**src/rtl/pipe_scoreboard.sv**
```systemverilog
// Register scoreboard: tracks pending register writes, gates issue on RAW/WAW hazards and limits writes in flight.
// Optional macro SCOREBOARD_BYPASS_EN lets a same-cycle writeback release the hazard it clears.
module pipe_scoreboard #(
    parameter int NUM_REGS     = 32,
    parameter int IDX_W        = 5,
    parameter int MAX_INFLIGHT = 4,
    parameter int CNT_W        = 3
) (
    input  logic                clk,
    input  logic                rst,
    input  logic                iss_valid,
    output logic                iss_ready,
    input  logic [IDX_W-1:0]    iss_rs1,
    input  logic [IDX_W-1:0]    iss_rs2,
    input  logic                iss_rs1_use,
    input  logic                iss_rs2_use,
    input  logic [IDX_W-1:0]    iss_rd,
    input  logic                iss_rd_we,
    input  logic                wb_valid,
    input  logic [IDX_W-1:0]    wb_rd,
    input  logic                flush,
    output logic [NUM_REGS-1:0] busy_mask,
    output logic [CNT_W-1:0]    inflight,
    output logic                err,
    output logic [15:0]         stall_cnt
);

    localparam logic [CNT_W-1:0] CNT_MAX = CNT_W'(MAX_INFLIGHT);

    logic [NUM_REGS-1:0] pend, pend_nxt, haz_view;
    logic                wb_hit, full, hazard, fire, do_set, do_clr, bad_wb;

    assign wb_hit = wb_valid & (wb_rd != '0) & pend[wb_rd];

`ifdef SCOREBOARD_BYPASS_EN
    // A retiring write frees both its register and its inflight slot in the same cycle.
    assign haz_view = pend & ~(NUM_REGS'(wb_hit) << wb_rd);
    assign full     = (inflight == CNT_MAX) & ~wb_hit;
`else
    assign haz_view = pend;
    assign full     = (inflight == CNT_MAX);
`endif

    assign hazard = (iss_rs1_use & haz_view[iss_rs1])
                  | (iss_rs2_use & haz_view[iss_rs2])
                  | (iss_rd_we   & haz_view[iss_rd])
                  | (iss_rd_we   & (iss_rd != '0) & full);

    assign iss_ready = rst & ~flush & ~hazard;
    assign fire      = iss_valid & iss_ready;
    assign do_set    = fire & iss_rd_we & (iss_rd != '0);
    assign do_clr    = wb_hit;
    assign bad_wb    = wb_valid & ~wb_hit;

    // Set wins over clear when issue and writeback target the same register.
    assign pend_nxt[0] = 1'b0;
    for (genvar g = 1; g < NUM_REGS; g++) begin : g_pend
        assign pend_nxt[g] = (do_set & (iss_rd == IDX_W'(g)))
                           | (pend[g] & ~(do_clr & (wb_rd == IDX_W'(g))));
    end

    always_ff @(posedge clk) begin
        if (!rst) begin
            pend      <= '0;
            inflight  <= '0;
            err       <= 1'b0;
            stall_cnt <= '0;
        end else begin
            if (iss_valid && !iss_ready && stall_cnt != 16'hFFFF)
                stall_cnt <= stall_cnt + 16'd1;
            if (flush) begin
                pend     <= '0;
                inflight <= '0;
            end else begin
                pend <= pend_nxt;
                err  <= err | bad_wb;
                if (do_set && !do_clr && inflight != CNT_MAX)
                    inflight <= inflight + CNT_W'(1);
                else if (do_clr && !do_set && inflight != '0)
                    inflight <= inflight - CNT_W'(1);
            end
        end
    end

    assign busy_mask = pend;

endmodule

```
**config.mk**
```make
export PLATFORM = sky130hd
export DESIGN_NAME = pipe_scoreboard
export DESIGN_NICKNAME = d
export VERILOG_FILES = /design/src/rtl/pipe_scoreboard.sv
export SDC_FILE = /design/constraint.sdc
export NUM_CORES = 1
export LEC_CHECK = 0
export ABC_AREA = 0
export BUFFER_PORTS_ARGS = -buffer_cell sky130_fd_sc_hd__buf_4
export CELL_PAD_IN_SITES_DETAIL_PLACEMENT = 0
export CELL_PAD_IN_SITES_GLOBAL_PLACEMENT = 2
export CORE_MARGIN = 1
export CORE_UTILIZATION = 30
export DETAILED_ROUTE_END_ITERATION = 10
export GPL_ROUTABILITY_DRIVEN = 1
export GPL_TIMING_DRIVEN = 1
export HOLD_SLACK_MARGIN = 0.06
export PLACE_DENSITY = 0.78
export SLEW_MARGIN = 15
export SYNTH_ARGS = -nofsm -noshare
export SYNTH_HDL_FRONTEND = slang
export SYNTH_SLANG_ARGS = --single-unit
```
**constraint.sdc**
```tcl
create_clock -name clk -period 3.5 [get_ports clk]
set_clock_uncertainty 0.05 [all_clocks]
set_input_delay 0.7 -clock clk [delete_from_list [all_inputs] [get_ports clk]]
set_output_delay 0.7 -clock clk [all_outputs]
set_load 0.01 [all_outputs]
```
==> out/results.txt <==
status -> finished with violations
failing checks -> design-rule violations
CTS Hold Bufs -> 0
Post-DP Area -> 4420 sq um
final WL -> 12600 um
I/O Buffers -> 79
leading area contributor after synthesis -> dfxtp_1
hold slack -> 433 ps
most frequent cells after synthesis -> nand2_1, dfxtp_1, a32o_1, mux4_2, nor2_1
root buf cell -> clkbuf_16
DP HPWL -> 9680 um
synthesized flop and latch total -> 51
cell count after synthesis -> 387
clk_lat worst skew -> 300 ps
I/O pin cnt -> 81
ranking of synthesized cells by area -> dfxtp_1, mux4_2, a32o_1
Die H -> 111 um
Layout area overhead -> 28.3%
register area share after synthesis -> 28.7%
CP Data Required Time -> 3680 ps
CTS buffer count -> 5
drt via density -> 5.91
Antenna Cells -> 0
maximum vdd drop -> 0.213 mV
H-tree depth -> 2
post-synth top area share -> 28.7%
Final Cell Area -> 4570 sq um
Static Leakage -> 1.74 nW
number of synthesized flops with an enable pin -> 0
Final setup viols -> 0
Yosys warning total -> 0
first-pass GRT wire length -> 19300 um
fin nets -> 505
max cap viols -> 0
vias in the first global route -> 3351
drt drc -> 14
total power -> 1.28 mW
Setup CP Type -> input port to register
Synth Flop Type -> dfxtp_1
pwr/cell area -> 279 nW/um^2
Antenna Violating Nets Remaining -> 0
Iter 0 DRT Violations -> 383
crit path DAT -> 3410 ps
DR vias -> 3657
Final Hold Viols -> 0
ys async rst share -> 0%
RSZ-0062 raised after global routing -> no
setup TNS -> 0 ps
register clock-pin slew on the reported worst setup and hold paths -> 70 ps
die width -> 111 um
gp weighted congestion -> 0.888
relative max-transition margin -> 56.1%
drt first pass iters -> 9
DR WL/cell -> 20.4 um
global route overflow -> 0
crit share post-route -> 92.1%
f_max -> 310 MHz
Synth Area per Inst -> 9.21 sq um
CP Capture Type -> register
pre-CTS setup slack -> -43.4 ps
layout cells sized above 1 -> 31.3%
global-route usage over all layers -> 20.0%
CP max FO -> 6
TritonCTS clock tree -> done
Setup crit start kind -> input port
largest net degree at the start of global routing -> 30
Die ar. -> 12300 sq um
num rows -> 39
Hold/Removal Path Class -> register to register
Worst Max-Slew Pin Slew -> 649 ps
antenna violations before repair -> 0
Syn Std Cell Area -> 3560 sq um
Slew Limit Fails -> 0
Setup WS post-layout -> 275 ps
PostCTS Resize Cnt -> 0
postcts setup bufs -> 0
maximum buffer depth of the clock tree -> 2
Initial Utilization -> 30.9%
TritonCTS Sinks -> 51
Mapped Nets -> 417
Floorplan Core Area -> 11500 sq um
Min Clock Period, post-route -> 3220 ps
most common cell in the netlist -> nand2_1
Yosys cell types -> 63
## final timing paths
| path | depth (start not counted) | slack, ps | from | end |
|---|---|---|---|---|
| worst max-delay path | 12 | 280 | iss_rs2[1] | inflight[2] |
| worst min-delay path | 2 | 430 | stall_cnt[9] | stall_cnt[9] |
| worst max register to register | 11 | 390 | busy_mask[6] | inflight[2] |
| worst min register to register | 2 | 430 | stall_cnt[9] | stall_cnt[9] |
## critical path: stages
cell and delay, ps:
buf_4 130, mux2_2 330, a221oi_1 290, o311ai_1 110
a311oi_1 340, and4_1 260, nand2_1 70, fa_1 430
or3_1 360, nor3_1 140, a41oi_1 60, a21oi_1 150
## cell families (layout without fill, tap and decap cells)
family                     count (synthesis)  after routing  synth area share, %
xor gates and xnor gates                   8              8                 1.97
adders and majority gates                  2              2                0.913
buffers and inverters                     35            124                 4.32
other                                      1              1                0.105
AOI/OAI and AO/OA                         79             79                 18.9
and+or+nand+nor                          166            166                 23.9
DFF                                       51             51                 28.7
muxes                                     45             45                 21.3
## final cells by class
class,count,area [sq um]
repair buffers,106,796
flip-flops and latches,51,1020
multi-input cells,301,2390
well taps,143,179
inverters,10,37.5
fillers,1173,6940
clock inverters,3,23.8
clock buffers,5,125
## routing by layer
metal	wire (um)	track usage [%]
met1	5820	29.4
met2	5680	30.6
met3	1010	4.05
met4	101	3.20
met5	0	0
## flip-flops by register name, indices dropped and copies added, names as in the netlist
signal	count
err	1
inflight	3
busy_mask	31
stall_cnt	16
## placed cells by master (no fill, tap or decap), types with 5 or more instances in the layout
cell type	netlist	final
mux2i_1	15	15
nand4_1	5	5
buf_4	3	106
clkbuf_16	0	5
and3_1	8	8
nand2b_1	10	10
a32o_1	29	29
nand2_1	56	56
nand3_1	16	16
nor3_1	7	7
nor2b_1	11	10
a22oi_1	5	5
and2_1	8	8
mux2_2	5	5
dfxtp_1	51	51
mux4_2	24	24
inv_1	10	10
xnor2_1	7	7
o211ai_1	6	6
a31oi_1	6	6
nor2_1	22	22
## stage by stage
stage / util (%) / instances
2_1_floorplan: - / 387
6_report: 39.7 / 619
4_1_cts: 39.7 / 619
3_5_place_dp: 38.4 / 611
3_3_place_gp: 38.4 / 611
5_1_grt: 39.7 / 619
## power breakdown
part           switching (mW)  internal [mW]  leakage (nW)
clock network           0.237          0.268        0.0664
logic                   0.105         0.0773          1.26
registers             0.00469          0.584         0.411
Power figures use the tool's default switching activity.
